===== src/rtl/float_accumulator_if.sv =====
// Input operand stream and output result stream of float_accumulator.
// The accumulator is the slave on both streams; the environment is the master.
interface float_accumulator_if;
  logic        inValid;
  logic        inReady;
  logic [31:0] inData;
  logic        outValid;
  logic        outReady;
  logic [31:0] outData;

  modport master (
    output inValid, inData, outReady,
    input  inReady, outValid, outData
  );

  modport slave (
    input  inValid, inData, outReady,
    output inReady, outValid, outData
  );
endinterface


===== src/rtl/float_accumulator.sv =====
// Streams IEEE-754 singles through an external combinational floatAdder and keeps the running sum.
// Optional NaN/Inf operand detection is built when FACC_ERR_CHECK_EN is defined.
module float_accumulator #(
  parameter int CNT_W = 8
) (
  input  logic                 clk,
  input  logic                 rst_n,
  input  logic                 start,
  input  logic [CNT_W-1:0]     len,
  float_accumulator_if.slave   io,
  output logic [31:0]          addA,
  output logic [31:0]          addB,
  input  logic [31:0]          addSum,
  output logic                 busy,
  output logic                 errFlag
);

  typedef enum logic [1:0] {
    IDLE  = 2'd0,
    ACCUM = 2'd1,
    DONE  = 2'd2
  } state_t;

  state_t             state_q, state_d;
  logic [31:0]        acc_q, acc_d;
  logic [CNT_W-1:0]   cnt_q, cnt_d;
  logic [CNT_W-1:0]   len_q, len_d;
  logic [CNT_W-1:0]   cnt_inc;
  logic               in_hs;

  assign cnt_inc = cnt_q + 1'b1;
  assign in_hs   = io.inValid && (state_q == ACCUM);

  always_comb begin
    state_d = state_q;
    acc_d   = acc_q;
    cnt_d   = cnt_q;
    len_d   = len_q;
    case (state_q)
      IDLE: begin
        if (start) begin
          acc_d   = '0;
          cnt_d   = '0;
          len_d   = len;
          state_d = (len == '0) ? DONE : ACCUM;
        end
      end
      ACCUM: begin
        if (in_hs) begin
          acc_d = addSum;
          cnt_d = cnt_inc;
          if (cnt_inc == len_q) state_d = DONE;
        end
      end
      DONE: begin
        // Release of the result wins over any start seen in the same cycle.
        if (io.outReady) state_d = IDLE;
      end
      default: state_d = IDLE;
    endcase
  end

  always_ff @(posedge clk or negedge rst_n) begin
    if (!rst_n) begin
      state_q <= IDLE;
      acc_q   <= '0;
      cnt_q   <= '0;
      len_q   <= '0;
    end else begin
      state_q <= state_d;
      acc_q   <= acc_d;
      cnt_q   <= cnt_d;
      len_q   <= len_d;
    end
  end

`ifdef FACC_ERR_CHECK_EN
  logic err_q, err_d;

  always_comb begin
    err_d = err_q;
    if (state_q == IDLE && start) err_d = 1'b0;
    else if (in_hs && io.inData[30:23] == 8'hFF) err_d = 1'b1;
  end

  always_ff @(posedge clk or negedge rst_n) begin
    if (!rst_n) err_q <= 1'b0;
    else        err_q <= err_d;
  end

  assign errFlag = err_q;
`else
  assign errFlag = 1'b0;
`endif

  // The result and adder operand come from the registered sum, never from addSum.
  assign addA        = acc_q;
  assign addB        = io.inData;
  assign io.outData  = acc_q;
  assign io.inReady  = (state_q == ACCUM);
  assign io.outValid = (state_q == DONE);
  assign busy        = (state_q != IDLE);

endmodule


===== src/flat_wrapper.sv =====
// flat-port wrapper written by rule: the top's interface ports become plain ports
module float_accumulator_flat 
#(
  parameter int CNT_W = 8
)
  (clk, rst_n, start, len, addA, addB, addSum, busy, errFlag, io_inValid, io_inData, io_outReady, io_inReady, io_outValid, io_outData);
  float_accumulator_if io_i ();
  input  logic clk;
  input  logic rst_n;
  input  logic start;
  input  logic [CNT_W-1:0] len;
  output logic [31:0] addA;
  output logic [31:0] addB;
  input  logic [31:0] addSum;
  output logic busy;
  output logic errFlag;
  input wire logic [$bits(io_i.inValid)-1:0] io_inValid;
  input wire logic [$bits(io_i.inData)-1:0] io_inData;
  input wire logic [$bits(io_i.outReady)-1:0] io_outReady;
  output wire logic [$bits(io_i.inReady)-1:0] io_inReady;
  output wire logic [$bits(io_i.outValid)-1:0] io_outValid;
  output wire logic [$bits(io_i.outData)-1:0] io_outData;
  assign io_i.inValid = io_inValid;
  assign io_i.inData = io_inData;
  assign io_i.outReady = io_outReady;
  assign io_inReady = io_i.inReady;
  assign io_outValid = io_i.outValid;
  assign io_outData = io_i.outData;
  float_accumulator #(.CNT_W(CNT_W)) u_core (.clk(clk), .rst_n(rst_n), .start(start), .len(len), .io(io_i), .addA(addA), .addB(addB), .addSum(addSum), .busy(busy), .errFlag(errFlag));
endmodule

===== config.mk =====
export PLATFORM = sky130hd
export DESIGN_NAME = float_accumulator_flat
export DESIGN_NICKNAME = d
export VERILOG_FILES = /design/src/rtl/float_accumulator_if.sv /design/src/rtl/float_accumulator.sv /design/src/flat_wrapper.sv
export SDC_FILE = /design/constraint.sdc
export NUM_CORES = 1
export LEC_CHECK = 0
export ABC_AREA = 1
export CORE_ASPECT_RATIO = 0.6
export CORE_MARGIN = 3
export CORE_UTILIZATION = 37
export CTS_CLUSTER_DIAMETER = 150
export DETAILED_ROUTE_END_ITERATION = 8
export PLACE_DENSITY = 0.81
export SYNTH_ARGS = -nofsm -noshare
export SYNTH_HDL_FRONTEND = slang
export SYNTH_SLANG_ARGS = --single-unit
export TNS_END_PERCENT = 30

===== constraint.sdc =====
create_clock -name clk -period 2.05 [get_ports clk]
set_input_delay 0.205 -clock clk [delete_from_list [all_inputs] [get_ports clk]]
set_output_delay 0.205 -clock clk [all_outputs]
set_load 0.03 [all_outputs]

**Word level (Yosys, flattened, before mapping)**

Cells that the tools add are included.

- Bits of input ports: 77
- RAM bits: 0
- Flip-flop bits (word level): 50
- Word-level logic and storage cells: 32
- Bits in read-only memories: 0
- Memories kept: 0
- Latch bits: 0

- Bitwise logic cells: 0
- Shifts and indexed selects: 0
- Reduce and logical (&&, ||, !) cells: 8
- Order comparisons: 0
- $mul: 0
- Equal/unequal tests: 7
- $add $sub $neg: 1
- Mux-type cells: 12
- Divide/modulo/power cells: 0

Operators by type and width:

| kind | count |
|---|---|
| 32-bit 2-to-1 mux | 2 |
| 32-bit case mux with 2 select lines | 1 |
| 8-bit 2-to-1 mux | 2 |
| 8-bit case mux with 2 select lines | 1 |
| 2-bit 2-to-1 mux | 5 |
| 8-bit by 1-bit adder with 8-bit output (second input constant) | 1 |
| 8-bit equality test | 1 |
| 8-bit zero test | 1 |
| 2-bit case mux with 3 select lines | 1 |
| 2-bit by 1-bit != test with 1-bit output (second input constant) | 2 |
| 2-bit != test (second input constant) | 2 |
| 4-bit AND reduction | 1 |
| 2-bit nonzero test | 2 |
| 3-bit AND reduction | 1 |
| 2-bit by 1-bit equality test with 1-bit output (second input constant) | 1 |
| 2-bit equality test (second input constant) | 1 |
| 2-bit zero test | 1 |
| 2-bit AND reduction | 1 |
| 1-bit logical AND | 1 |

**Depth between registers and ports, before layout**

Gate-level depths: netlist of the first run.

- Word-level depth: 5
- Gate-level depth with buffers: 13
- Mapped depth without buffers: 13

**Worst setup path after synthesis of the first run**

Ideal clock, no wire load.

- Path kind: register to register
- From: register u_core.cnt_q[0]
- To: register u_core.state_q[0]
- Stages on the path, launching flop included: 14
- Path slack: 0.465 ns
- Library setup time: 0.117 ns
- Required time: 1.933 ns
- Period minus slack after synthesis: 1.585 ns
- Data arrival time: 1.469 ns
- Cells stage by stage: dfrtp_1 ha_1 nand2_2 inv_1 nor2_1 nand2_1 nand2_1 nand3_1 nor2_1 nand3_1 nand2_2 nand2_1 nand2_1 nand2_1

- Cells in the longest elaborated chain, start to end: 4

RTL lines:

| element | RTL line | RTL |
|---|---|---|
| start: declaration | float_accumulator.sv:26 | `logic [CNT_W-1:0] cnt_q, cnt_d;` |
| start signal: assignment | float_accumulator.sv:72 | `cnt_q <= cnt_d;` |
| 8-bit by 1-bit adder with 8-bit output | float_accumulator.sv:31 | `assign cnt_inc = cnt_q + 1'b1;` |
| 8-bit equality test | float_accumulator.sv:52 | `if (cnt_inc == len_q) state_d = DONE;` |
| 2-bit by 1-bit != test with 1-bit output (no line) | -- |  |
| 4-bit AND reduction (no line) | -- |  |
| end signal: assignment | float_accumulator.sv:70 | `state_q <= state_d;` |
| end: declaration | float_accumulator.sv:24 | `state_t state_q, state_d;` |

No other way between the ends.
A chain may end at the register's enable or synchronous reset.

**Worst setup path in the final report of the first run**

- From: register u_core.state_q[0]
- To: output busy

- Cells in the longest elaborated chain, start to end: 1

RTL lines:

| element | RTL line | RTL |
|---|---|---|
| 2-bit nonzero test | float_accumulator.sv:102 | `assign busy = (state_q != IDLE);` |
| end: declaration | flat_wrapper.sv:15 | `output logic busy;` |

No other way between the ends.

==> flow_summary.ini, run 1 <==
[sta]
tightest_slew_ns = 0.528
skew_ns = 0.00607
fmax_ghz = 0.545
hold_viol = 0
tns_ns = 0
setup_viol = 0
drv_slew = 0
rsz0062_at_grt = no
timing.final.crit_share_pct = 89.5
period_needed_ns = 1.84
relSlewSlack_pct = 64.8

[global_routing]
grt_start_max_net_pins = 34
grt_pass1_vias = 2259
antenna_found_initial = 0
grt-ovfl-total = 0
track_usage_pct = 16.4
grt_pass1_wl_um = 11400

[floorplanning]
ioPinCount = 177
dieArea_um2 = 8780
die_w_um = 119
initial_utilization_pct = 38.5
die_h_um = 73.8
rows = 24
core_um2 = 7360

[final_layout]
drive_above_1_share_pct = 7.11
finalNetCount = 485
fill_cells = 696
syn_to_final_growth_pct = 33.1
diodes = 0

[worst_setup_path]
worstSetupStartpoint = u_core.state_q[0]
critPathArrivalTime_ns = 1.63
cp_top_family = buffers and inverters
rr_startpoint = u_core.cnt_q[0]
r2r_slack_ns = 0.26
ff2ff_path_depth = 13
max_stage_delay_ns = 0.61
critPathBufInv = 2
crit_path_end_kind = output port
crit_fanout = 5
cp_data_required_time_ns = 1.85
crit_chain = nor2_1 -> inv_1 -> clkdlybuf4s50_1
startpoint_type = register
reg2reg_to = u_core.state_q[0]
cp_slowest_cell = clkdlybuf4s50_1
worstSetupPathType = reg -> out

[yosys]
yosys.area.top_type_share_pct = 44.1
synth_most_common_cell = nand2_1
yosysSeqAreaShare_pct = 44.1
synth_area_um2 = 2840
synth_commonest_cells = nand2_1 (101), buf_4 (66), nand3_1 (52)
synth-edff-count = 0
synth-seq-cells = 50
synth_top_area_cell = dfrtp_1
synth_flop_cell = dfrtp_1
postSynthCellCount = 357
yosysWarnings = 0
async_reset_ff_share_pct = 100
synth.distinct_cells = 29
synth_nets = 435
avgSynthCellArea_um2 = 7.94
synthTopCellsByArea = dfrtp_1 (44%), buf_4 (17%), nand2_1 (13%)

[routing]
drtAntennaViolNets = 0
wl_per_cell_um = 13.9
firstDrtPassIters = 4
vias = 2449
drt_iter0_drc = 177
drc = 0
viasPerCell = 4.78
drt_wl_total_um = 7110

[cts]
path_clk_slew_ns = 0.07
clock_latency_ns = 0.29
cts.path.max_buffers = 2
cts_tree = built
htree_levels = 2
clock-root-buffer = clkbuf_16
cts_buffers = 5
clock_sinks = 50
post_cts_buffers = 0

[outcome]
outcome = finished clean

[pwr]
p_leak_nw = 1.77
ir_drop_mv = 0.585
power_mw = 6.49
p_per_area_nw_per_um2 = 1720

[placed_design]
place.gp.congestion = 0.938
dpl.hpwl_um = 5650
port_buffers = 111

[hold_path]
hp-class = in -> async

[flow_run]
max_cap_viol_count = 0
placed cells by master (no fill, tap or decap):
cell and n:
a21oi_1 4, and2_1 1, and2_4 1, buf_2 1, buf_4 8, bufinv_16 1
clkbuf_1 1, clkbuf_16 5, clkdlybuf4s50_1 109, clkinvlp_4 1, conb_1 1, dfrtp_1 50
dlygate4sd3_1 1, dlymetal6s2s_1 1, ha_1 1, inv_1 22, inv_2 1, mux2_2 1
nand2_1 101, nand2_2 4, nand3_1 52, nand3_2 1, nand3b_1 1, nand4_1 1
nor2_1 15, nor2_2 2, nor2_4 2, nor3_1 1, nor4_1 1, o21ai_0 7
o21ai_2 1, o21bai_1 1, o22ai_1 6, xnor2_1 1, xor2_1 1
timing repair:
item                                    in CTS  in global routing
resized for setup                            0                  1
hold endpoints to repair                    12                  0
hold buffers                                 1                  0
endpoints found under the setup margin       0                  1
power by group:
| part | switching (mW) | leakage (nW) | internal, mW |
|---|---|---|---|
| logic | 2.31 | 1.04 | 1.49 |
| clock network | 0.354 | 0.0771 | 0.576 |
| registers | 0.351 | 0.649 | 1.41 |
routing by layer:
metal  GRT usage, %  part of all wire [%]
met4           4.36                   1.1
met1           22.9                    47
met2           23.9                    42
met3           6.31                   9.9
met5              0                     0
worst reg2reg max path, cell delays in order, from the launching register on:
cell and delay, ns:
dfrtp_1 0.45, ha_1 0.27, nand2_2 0.14, inv_1 0.05
nor2_1 0.12, nand2_1 0.06, nand2_1 0.06, nand3_1 0.08
nor2_1 0.11, nand3_1 0.11, nand2_2 0.09, nand2_1 0.05
nand2_1 0.05, nand2_1 0.04
worst max path at each step:
stage,cells past startpoint,to
3_3_place_gp,12,u_core.state_q[0]
3_5_place_dp,13,u_core.state_q[0]
6_report,3,busy
5_1_grt,13,u_core.state_q[0]
2_1_floorplan,13,u_core.state_q[0]
4_1_cts,3,io_inReady
logic make-up after synthesis:
| logic type | after synthesis | synth area share, % |
|---|---|---|
| adder cells (fa/ha/maj) | 1 | 0.441 |
| AND/OR/NAND/NOR | 183 | 28.3 |
| flip-flops | 50 | 44.1 |
| buffers and inverters | 100 | 22.1 |
| multiplexers | 1 | 0.397 |
| other | 1 | 0.132 |
| XOR/XNOR | 2 | 0.618 |
| AO/OA/AOI/OAI | 19 | 3.84 |
stage by stage:
| stage | setup WS [ns] | std cells | hold slack (ns) | utilization (%) | area, µm² |
|---|---|---|---|---|---|
| 5_1_grt | 0.0429 | 512 | 0.370 | 51.3 | 3770 |
| 2_1_floorplan | 0.465 | 357 | -0.0906 | - | 2840 |
| 3_3_place_gp | 0.339 | 503 | 0.119 | 48.8 | 3590 |
| 6_report | 0.215 | 512 | 0.336 | 51.3 | 3770 |
| 3_5_place_dp | 0.283 | 503 | 0.124 | 48.8 | 3590 |
| 4_1_cts | 0.0895 | 512 | 0.348 | 51.2 | 3770 |
area by class of cell:
cell class | count | area, µm² | area share (%)
sequential | 50 | 1250 | 33.2
tap | 104 | 130 | 3.45
inverter | 23 | 86.3 | 2.29
timing repair buffer | 120 | 1180 | 31.2
multi-input combinational | 207 | 960 | 25.4
clock buffer | 6 | 129 | 3.42
clock inverter | 2 | 37.5 | 0.995
sequential cells by signal, summed over array words and instances (netlist names):
name	flops
u_core.addA	32
u_core.len_q	8
u_core.cnt_q	8
u_core.state_q	2
Note: power is estimated with default switching activity, not from simulation.
==> run 2, diff against run 1 <==
--- a/config.mk
+++ b/config.mk
@@ -12,6 +12,7 @@
 export CTS_CLUSTER_DIAMETER = 150
 export DETAILED_ROUTE_END_ITERATION = 8
 export PLACE_DENSITY = 0.81
+export SETUP_SLACK_MARGIN = 0.3
 export SYNTH_ARGS = -nofsm -noshare
 export SYNTH_HDL_FRONTEND = slang
 export SYNTH_SLANG_ARGS = --single-unit
==> run 2 against run 1 <==
Routed wire length is 0.87% higher; via count is 0.20% higher; cell count is 0.20% higher; critical path type unchanged; combinational power hardly changed; utilization is 0.17 points higher.
==> flow_summary.ini, run 2 (same netlist as run 1, synthesis figures left out) <==
[outcome]
outcome = finished clean

[worst_setup_path]
cp_top_family = buffers and inverters
critPathArrivalTime_ns = 1.52
startpoint_type = register
crit_fanout = 4
critPathBufInv = 2
max_stage_delay_ns = 0.68
crit_chain = inv_1 -> nor2_1 -> clkdlybuf4s50_1
worstSetupPathType = reg -> out
cp_data_required_time_ns = 1.85
crit_path_end_kind = output port
cp_slowest_cell = clkdlybuf4s50_1

[cts]
cts_tree = built
htree_levels = 2
clock_sinks = 50
cts_buffers = 5
path_clk_slew_ns = 0.07
clock_latency_ns = 0.29
clock-root-buffer = clkbuf_16
cts.path.max_buffers = 2

[pwr]
power_frac_comb_pct = 58.6
clkPwrFrac_pct = 14.3
p_leak_nw = 1.77
p_per_area_nw_per_um2 = 1720
swShare_pct = 46.4
power.switching_mw = 3.02
p_int_mw = 3.48
pwr-share-seq_pct = 27.0
ir_drop_mv = 0.571

[routing]
drt_iter0_drc = 196
wl_per_cell_um = 14.0
drtAntennaViolNets = 0
viasPerCell = 4.78
vias = 2454
drc = 0
drt_wl_total_um = 7170
firstDrtPassIters = 4

[final_layout]
drive_above_1_share_pct = 8.07
final_cell_mix = clkdlybuf4s50_1 (108), nand2_1 (101), nand3_1 (52), dfrtp_1 (49), inv_1 (22)
largest_reg_flops = 32
finalNetCount = 486
diodes = 0
syn_to_final_growth_pct = 33.5
layout_commonest_cell = clkdlybuf4s50_1

[sta]
tns_ns = 0
rsz0062_at_grt = yes
setup_viol = 0
fmax_ghz = 0.578
skew_ns = 0.00660
setup_ws_ns = 0.320
drv_slew = 0
timing.final.crit_share_pct = 84.4
period_needed_ns = 1.73
tightest_slew_ns = 0.538
hold_viol = 0
relSlewSlack_pct = 64.1

[floorplanning]
core_um2 = 7360
die_h_um = 73.8
dieArea_um2 = 8780
initial_utilization_pct = 38.5
rows = 24
ioPinCount = 177
die_w_um = 119

[global_routing]
grt-ovfl-total = 0
antenna_found_initial = 0
global_route.usage.met2_pct = 23.9
grt_pass1_wl_um = 11400
track_usage_pct = 16.4
grt-busiest-layer = met2
grtUsageMet3_pct = 6.31
grt_pass1_vias = 2259
grt_start_max_net_pins = 34
use_met1_pct = 22.9

[flow_run]
max_cap_viol_count = 0

[placed_design]
port_buffers = 111
place.gp.congestion = 0.938
dp_slack_ns = 0.283
dpl.hpwl_um = 5650

[hold_path]
hp-class = in -> async
-- run 2: worst register-to-register path: stages, from the launching register on --
cell     delay (ns)
dfrtp_2        0.43
ha_2           0.21
nand2_2        0.12
inv_1          0.08
nor2_2         0.11
nand2_1        0.06
nand2_1        0.05
nand3_1        0.08
nor2_1         0.11
nand3_1        0.11
nand2_2        0.09
nand2_1        0.05
nand2_1        0.05
nand2_1        0.04
-- run 2: per-stage QoR --
stage | total power, mW | instance area (µm²) | cells | hold slack (ns) | utilization [%]
global placement | 5.54 | 3590 | 503 | 0.119 | 48.8
detailed placement | 5.61 | 3590 | 503 | 0.124 | 48.8
finish | 6.51 | 3780 | 513 | 0.336 | 51.4
global route | 6.90 | 3780 | 513 | 0.370 | 51.4
CTS | 6.56 | 3770 | 512 | 0.348 | 51.2
floorplan | 4.43 | 2840 | 357 | -0.0906 | -
-- run 2: routing by layer --
| metal | wire length [µm] | vias up |
|---|---|---|
| met2 | 3040 | 115 |
| met4 | 80 | 0 |
| met5 | 0 | - |
| met3 | 690 | 10 |
| met1 | 3360 | 1160 |
| li1 | - | 1169 |
-- run 2: final timing paths --
kind,end,startpoint,cells past startpoint,slack [ns]
max in group asynchronous,u_core.cnt_q[0],rst_n,3,1.10
min in group clk,addB[12],io_inData[12],0,0.41
max reg2reg,u_core.state_q[0],u_core.cnt_q[0],13,0.35
max,io_outValid,u_core.state_q[1],3,0.32
min,u_core.len_q[3],rst_n,2,0.34
min reg2reg,u_core.addA[25],u_core.addA[25],2,0.50
-- run 2: timing repair --
action                     4_1_cts  5_1_grt
resized for setup                1        4
hold endpoints to repair        12        0
hold buffers                     1        0
setup endpoints to repair        3        6
pin swaps                        0        1
buffers inserted                 0        1
-- run 2: power by group through the flow --
stage	clock network, mW	registers [mW]	logic (mW)
global route	1.01	1.83	4.07
finish	0.933	1.76	3.82
detailed placement	0	1.78	3.83
CTS	0.966	1.76	3.83
floorplan	0	2.33	2.10
global placement	0	1.77	3.77
-- run 2: final cells by class --
type	count	area [µm²]
multi-input cells	207	965
repair buffers	121	1180
fillers	697	3570
clock inverters	2	37.5
clock buffers	6	129
inverters	23	86.3
flip-flops and latches	50	1250
well taps	104	130
